<file path="config.mk">
export PLATFORM = sky130hd
export DESIGN_NAME = avmm_csr_responder
export DESIGN_NICKNAME = d
export VERILOG_FILES = /design/src/rtl/avmm_csr_responder.sv
export SDC_FILE = /design/constraint.sdc
export NUM_CORES = 1
export LEC_CHECK = 0
export ABC_AREA = 1
export CORE_MARGIN = 5
export CORE_UTILIZATION = 30
export CTS_BUF_LIST = sky130_fd_sc_hd__clkbuf_8
export CTS_CLUSTER_DIAMETER = 30
export CTS_CLUSTER_SIZE = 28
export DETAILED_ROUTE_END_ITERATION = 7
export PLACE_DENSITY = 0.51
export REMOVE_ABC_BUFFERS = 1
export SLEW_MARGIN = 25
export SYNTH_ARGS = -nofsm -noshare
export SYNTH_HDL_FRONTEND = slang
export SYNTH_SLANG_ARGS = --single-unit
</file>
<file path="constraint.sdc">
create_clock -name clk -period 8.9 [get_ports clk]
set_input_delay 2.225 -clock clk [delete_from_list [all_inputs] [get_ports clk]]
set_output_delay 2.225 -clock clk [all_outputs]
set_load 0.01 [all_outputs]
</file>
<file path="src/rtl/avmm_csr_responder.sv">
// Avalon-MM CSR responder with programmable wait states, a free-running
// cycle counter, a completed-transaction counter and an error counter.
module avmm_csr_responder #(
    parameter int                    ADDRESS_WIDTH = 32,
    parameter int                    DATA_WIDTH    = 32,
    parameter int                    WAIT_CYCLES   = 2,
    parameter logic [DATA_WIDTH-1:0] ID_VALUE      = DATA_WIDTH'(32'h5A5A_0001)
) (
    input  logic                     clk,
    input  logic                     reset,
    input  logic [ADDRESS_WIDTH-1:0] s0_addr,
    input  logic                     s0_read,
    input  logic                     s0_write,
    input  logic [DATA_WIDTH-1:0]    s0_writedata,
    output logic [DATA_WIDTH-1:0]    s0_readdata,
    output logic                     s0_waitrequest
);

    typedef enum logic [1:0] {
        S_IDLE,
        S_WAIT,
        S_ACK
    } state_t;

    localparam logic [3:0] ADDR_ID      = 4'h0;
    localparam logic [3:0] ADDR_SCRATCH = 4'h1;
    localparam logic [3:0] ADDR_CONTROL = 4'h2;
    localparam logic [3:0] ADDR_COUNTER = 4'h3;
    localparam logic [3:0] ADDR_XACT    = 4'h4;
    localparam logic [3:0] ADDR_ERR     = 4'h5;

    state_t                  state;
    state_t                  state_nxt;
    logic [7:0]              wait_cnt;

    logic [3:0]              req_addr;
    logic [DATA_WIDTH-1:0]   req_wdata;
    logic                    req_rd;
    logic                    req_wr;

    logic [DATA_WIDTH-1:0]   scratch;
    logic                    cnt_en;
    logic [DATA_WIDTH-1:0]   counter;
    logic [DATA_WIDTH-1:0]   xact_count;
    logic [DATA_WIDTH-1:0]   err_count;

    logic [3:0]              cur_addr;
    logic                    cur_rd;
    logic                    cur_wr;
    logic [DATA_WIDTH-1:0]   rd_mux;
    logic                    enter_ack;
    logic                    in_ack;
    logic                    abort;
    logic                    req_mapped;
    logic                    do_write;
    logic                    err_event;
    logic                    unused_addr;

    // Upper address bits alias onto the 16-word map and are deliberately ignored.
    assign unused_addr = ^s0_addr[ADDRESS_WIDTH-1:4];

    // Next-state and waitrequest decode; waitrequest drops only while in ACK.
    always_comb begin
        state_nxt      = state;
        s0_waitrequest = 1'b1;
        case (state)
            S_IDLE: begin
                if (s0_read || s0_write) begin
                    state_nxt = (WAIT_CYCLES > 0) ? S_WAIT : S_ACK;
                end
            end
            S_WAIT: begin
                if (!s0_read && !s0_write) begin
                    state_nxt = S_IDLE;
                end else if (wait_cnt <= 8'd1) begin
                    state_nxt = S_ACK;
                end
            end
            S_ACK: begin
                s0_waitrequest = 1'b0;
                state_nxt      = S_IDLE;
            end
            default: state_nxt = S_IDLE;
        endcase
    end

    // With zero wait states ACK is entered straight from IDLE before the latch is loaded, so read from the live bus there.
    always_comb begin
        cur_addr = req_addr;
        cur_rd   = req_rd;
        cur_wr   = req_wr;
        if (state == S_IDLE) begin
            cur_addr = s0_addr[3:0];
            cur_rd   = s0_read;
            cur_wr   = s0_write;
        end
    end

    // Register read multiplexer; unmapped words and write-only bits read as zero.
    always_comb begin
        rd_mux = '0;
        case (cur_addr)
            ADDR_ID:      rd_mux = ID_VALUE;
            ADDR_SCRATCH: rd_mux = scratch;
            ADDR_CONTROL: rd_mux = {{(DATA_WIDTH-1){1'b0}}, cnt_en};
            ADDR_COUNTER: rd_mux = counter;
            ADDR_XACT:    rd_mux = xact_count;
            ADDR_ERR:     rd_mux = err_count;
            default:      rd_mux = '0;
        endcase
    end

    assign enter_ack  = (state_nxt == S_ACK) && (state != S_ACK);
    assign in_ack     = (state == S_ACK);
    assign abort      = (state == S_WAIT) && !s0_read && !s0_write;
    assign req_mapped = (req_addr <= ADDR_ERR);
    assign do_write   = in_ack && req_wr && !req_rd && req_mapped;
    assign err_event  = abort || (in_ack && ((req_rd && req_wr) || !req_mapped));

    // State register and wait-state down-counter.
    always_ff @(posedge clk or posedge reset) begin
        if (reset) begin
            state    <= S_IDLE;
            wait_cnt <= '0;
        end else begin
            state <= state_nxt;
            if (state == S_IDLE) begin
                wait_cnt <= 8'(WAIT_CYCLES);
            end else if (state == S_WAIT) begin
                wait_cnt <= wait_cnt - 8'd1;
            end
        end
    end

    // Capture the request in IDLE; the master holds the bus stable, so these copies drive the rest of the transaction.
    always_ff @(posedge clk or posedge reset) begin
        if (reset) begin
            req_addr  <= '0;
            req_wdata <= '0;
            req_rd    <= 1'b0;
            req_wr    <= 1'b0;
        end else if ((state == S_IDLE) && (s0_read || s0_write)) begin
            req_addr  <= s0_addr[3:0];
            req_wdata <= s0_writedata;
            req_rd    <= s0_read;
            req_wr    <= s0_write;
        end
    end

    // Read data is loaded on the edge into ACK; writes and read+write collisions return zero.
    always_ff @(posedge clk or posedge reset) begin
        if (reset) begin
            s0_readdata <= '0;
        end else if (enter_ack) begin
            s0_readdata <= (cur_rd && !cur_wr) ? rd_mux : '0;
        end
    end

    // Writable registers commit at the end of the ACK cycle.
    always_ff @(posedge clk or posedge reset) begin
        if (reset) begin
            scratch <= '0;
            cnt_en  <= 1'b0;
        end else if (do_write) begin
            if (req_addr == ADDR_SCRATCH) begin
                scratch <= req_wdata;
            end
            if (req_addr == ADDR_CONTROL) begin
                cnt_en <= req_wdata[0];
            end
        end
    end

    // Free-running cycle counter; a CNT_CLR write overrides the increment in the same cycle.
    always_ff @(posedge clk or posedge reset) begin
        if (reset) begin
            counter <= '0;
        end else if (do_write && (req_addr == ADDR_CONTROL) && req_wdata[1]) begin
            counter <= '0;
        end else if (cnt_en) begin
            counter <= counter + 1'b1;
        end
    end

    // Every completed ACK counts, including no-op and unmapped transfers.
    always_ff @(posedge clk or posedge reset) begin
        if (reset) begin
            xact_count <= '0;
        end else if (in_ack) begin
            xact_count <= xact_count + 1'b1;
        end
    end

    // Error counter saturates; a transaction raises at most one error event.
    always_ff @(posedge clk or posedge reset) begin
        if (reset) begin
            err_count <= '0;
        end else if (err_event && (err_count != '1)) begin
            err_count <= err_count + 1'b1;
        end
    end

endmodule

</file>
== Yosys cells after proc, flatten, opt, wreduce, memory -nomap -nowiden ==
Index checks and enable logic that the tools add are counted.
Storage, ports and cells
  output and inout bits: 33
  register bits after elaboration: 209
  bits of input ports: 68
Cells by class
  eq/ne operators: 12
  multiplexer cells: 14
  add/subtract/negate cells: 4
  magnitude comparators: 2
  reductions and logical operators: 28
Operator list (count)
  $pmux W32 S6: 1
  $add A32 B1 Y32 const B: 3
  $mux W32: 3
  $ne A32 B32 Y1 const B: 1
  $mux W8: 2
  $logic_and A1 B1 Y1: 14
  $eq A4 B2 Y1 const B: 3
  $eq A4 B1 Y1 const B: 2
  $eq A4 B3 Y1 const B: 2
  $le A8 B1 Y1 const B: 1
  $sub A8 B1 Y8 const B: 1
  $mux W2: 3
  $logic_not A1 Y1: 5
  $eq A2 B2 Y1 const B: 2
  $le A4 B3 Y1 const B: 1
  $logic_not A4 Y1: 1
  $mux W4: 1
  $pmux W2 S2: 1
  $reduce_and A2 Y1: 2
  $reduce_bool A2 Y1: 2
  $logic_or A1 B1 Y1: 3
  $mux W1: 3
  $eq A2 B1 Y1 const B: 1
  $logic_not A2 Y1: 1
  $ne A2 B2 Y1 const B: 1

== Logic depth before layout (Yosys ltp) ==
  depth in word-level cells: 7
  depth in mapped cells: 13
  gate-level depth less buffers: 11

== Least setup slack after synthesis ==
No wires, ideal clock.
  path kind: input -> register
  start: in s0_addr[0]
  end: reg s0_readdata[14]
  setup time: 0.120 ns
  arrival: 3.162 ns
  required time: 8.780 ns
  slack: 5.617 ns
  cell stages on the path: 11
  cell sequence: inv_1 nand2_1 nand2_1 buf_4 nor2_1 buf_4 buf_4 nand3_1 o21ai_1 o21ai_1 nand2_1
On the way
  cells in the longest elaborated chain, start to end: 4
  elaborated cells on any way between the ends: 9
Ends and longest elaborated chain
  start: declaration: line 11  | input logic [ADDRESS_WIDTH-1:0] s0_addr,
  $mux W4 (*): line 92  | if (state == S_IDLE) begin
  $eq A4 B3 Y1, or another cell as far along: line 102  | case (cur_addr)
  $pmux W32 S6 (*): line 102
  $mux W32 (*): line 155  | s0_readdata <= (cur_rd && !cur_wr) ? rd_mux : '0;
  end signal: assignment: line 155
  end: declaration: line 15  | output logic [DATA_WIDTH-1:0] s0_readdata,
Every way passes the cells marked *; elsewhere a longest branch is shown, timed or not.
A chain may end at the register's enable or synchronous reset.

== Worst setup path after layout ==
  start: in s0_addr[3]
  end: reg s0_readdata[15]
Same word-level chain as after synthesis.

==> impl_metrics.env <==
export IMPL_cts_root_buffer_cell="clkbuf_8"
export IMPL_switchingPower_mw=1.26
export IMPL_cts_buffers=50
export IMPL_power_share_sequential=0.333
export IMPL_synth_seq_cells=209
export IMPL_dr_pass1_iters=5
export IMPL_core_um2=36600
export IMPL_min_period_ps=4160
export IMPL_dp_cells=1998
export IMPL_cp_arrival_ps=4670
export IMPL_clock_sinks=209
export IMPL_drt_iter0_drc=711
export IMPL_crit_buf_inv=2
export IMPL_worst_pin_slew_ps=887
export IMPL_start_util=0.303
export IMPL_grt_pass1_vias=9893
export IMPL_final_nets=1655
export IMPL_dp_hpwl_um=23500
export IMPL_synth_cell_types=29
export IMPL_die_y_um=202
export IMPL_slew_headroom=0.409
export IMPL_fin_skew_ps=17.7
export IMPL_cts_clk_slew_worst_paths_ps=50
export IMPL_numPortBuffers=72
export IMPL_ys_top_cells_by_area="dfrtp_1 (47%), nand2_1 (16%), nand3_1 (6.9%)"
export IMPL_required_ps=9420
export IMPL_cts_hold_buffers=0
export IMPL_slew_viol_final=0
export IMPL_synth_commonest_cells="nand2_1 (478), dfrtp_1 (209), nand3_1 (153)"
export IMPL_synth_top_cell_area_share=0.471
export IMPL_dp_slack_ps=4120
export IMPL_cp_slowest_cell="o21ai_1"
export IMPL_yosys_warnings=0
export IMPL_clock_fmax_mhz=241
export IMPL_drive_gt1_frac=0.0813
export IMPL_vias=9990
export IMPL_grt_max_degree=75
export IMPL_finalCritPeriodShare=0.467
export IMPL_via_per_inst=4.78
export IMPL_max_cap_violations=0
export IMPL_cpPeakStageDelay_ps=510
export IMPL_path_max_fanout=47
export IMPL_stdcell_count=2092
export IMPL_ant_nets=0
export IMPL_grt_use_met2=0.254
export IMPL_rsz0062_at_grt="no"
export IMPL_antenna_found_initial=0
export IMPL_post_dp_cell_area_um2=12300
export IMPL_worstPathCellList="clkdlybuf4s50_1, nand2_1, nand2_2, nor2_4, buf_4, nand2_2, o21ai_1, o21ai_1, nand2_1"
export IMPL_synth_most_common_cell="nand2_1"
export IMPL_syn_cell_area_um2=11100
export IMPL_wire_per_inst_um=15.9
export IMPL_syn_inst=1501
export IMPL_status="completed"
export IMPL_cp_start_kind="input pin"
export IMPL_clk_latency_ps=590
export IMPL_ys_flop_type="dfrtp_1"
export IMPL_holdWs_ps=462
export IMPL_combinationalPowerShare=0.251
export IMPL_std_cell_rows=70
export IMPL_finalHoldViolations=0
export IMPL_synth_area_leader_cell="dfrtp_1"
export IMPL_path_class="input pin to flip-flop"
export IMPL_avgSynthCellArea_um2=7.40
export IMPL_synthArstFlopShare=1.00
export IMPL_cts_setup_buffers=0
export IMPL_end_kind="flip-flop"
export IMPL_power_density_nw_per_um2=262
export IMPL_synth_edf_count=0
export IMPL_p_clk_frac=0.415
export IMPL_die_width_um=202
export IMPL_design_area_um2=13600
export IMPL_drc=0
export IMPL_htree_levels=2
export IMPL_ir_drop_uv=109
export IMPL_met3_usage=0.0265
export IMPL_wirelength_um=33300
export IMPL_worstHoldPathType="flip-flop to flip-flop"
export IMPL_internal_power_mw=2.30
export IMPL_area_delta_synth_final_pct=22.2
export IMPL_tritoncts="yes"
export IMPL_setup_ws_ps=4740
export IMPL_place_congestion=0.874
export IMPL_clock_path_buffers=3
export IMPL_grt_busiest_layer="met2"
export IMPL_finalPower_mw=3.56
export IMPL_crit_family="buffers and inverters"
export IMPL_grt_pass1_wl_um=54400
export IMPL_finalCoreUtilization=0.371
export IMPL_grt_util_all_layers=0.163
export IMPL_seq_area_frac_synth=0.471
export IMPL_grt_met1_usage=0.235
export IMPL_power_share_switching=0.355
export IMPL_setup_viol=0
export IMPL_die_area_um2=41000
export IMPL_fin_tns_setup_ps=0
export IMPL_io_pins=101
export IMPL_post_cts_resized=0
export IMPL_leakage_nw=6.24
export IMPL_gr_total_overflow=0
cells in the final DEF (no fill, tap or decap), types with 6 or more instances in the layout:
cell,count
clkinvlp_4,6
buf_4,11
nand3b_1,6
nand2_2,6
dfrtp_1,209
nand3_1,153
nor2_2,9
o211ai_1,9
xor2_1,28
clkbuf_8,56
clkinv_2,9
xnor2_1,19
nor2_1,109
bufinv_16,13
clkdlybuf4s50_1,72
a21oi_1,13
o21ai_0,72
o21ai_1,78
nor3_1,51
nand4_1,27
nand2_1,478
inv_1,154
flip-flops by register name, indices dropped and copies added (netlist names):
signal	count
req_wr	1
xact_count	32
s0_readdata	32
req_addr	4
err_count	32
req_rd	1
cnt_en	1
req_wdata	32
state	2
scratch	32
counter	32
wait_cnt	8
layer usage:
layer  up-vias  share of wire  wire [um]
li1       5003              -          -
met4         0          0.021        689
met3        54          0.049       1640
met1      4687           0.48      16100
met2       246           0.45      14900
met5         -              0          0
area by class of cell:
cell class / instances / area [um^2]
Inverter: 157 / 597
Sequential cell: 209 / 5230
Antenna cell: 1 / 2.50
Timing Repair Buffer: 84 / 815
Multi-Input combinational cell: 1080 / 5040
Clock buffer: 56 / 771
Tap cell: 468 / 586
Fill cell: 3904 / 23000
Clock inverter: 37 / 544
power by group through the flow:
stage | Combinational (mW) | Sequential, mW | Clock (mW)
3_3_place_gp | 0.887 | 1.20 | 0
2_1_floorplan | 0.567 | 1.18 | 0
3_5_place_dp | 0.903 | 1.20 | 0
4_1_cts | 0.906 | 1.19 | 1.51
5_1_grt | 1.01 | 1.21 | 1.56
6_report | 0.895 | 1.19 | 1.48
cells by family (layout without fill, tap and decap cells):
family                   count (synthesis)  in the layout  synth area share
AO/OA/AOI/OAI                          179            179            0.0839
XOR/XNOR                                47             47            0.0371
adder cells (fa/ha/maj)                  5              5           0.00563
buffers and inverters                  212            334            0.0786
flip-flops                             209            209             0.471
other                                    0              1                 0
AND/OR/NAND/NOR                        849            849             0.324
final timing paths:
kind / from / to / slack [ps] / depth (start not counted)
max: s0_addr[3] / s0_readdata[15] / 4740 / 9
min: wait_cnt[2] / wait_cnt[2] / 460 / 1
max reg2reg: state[1] / s0_readdata[15] / 5940 / 9
min reg2reg: wait_cnt[2] / wait_cnt[2] / 460 / 1
max in group asynchronous: reset / xact_count[19] / 5500 / 3
min in group asynchronous: reset / s0_readdata[24] / 2100 / 2
Power figures use the tool's default switching activity.
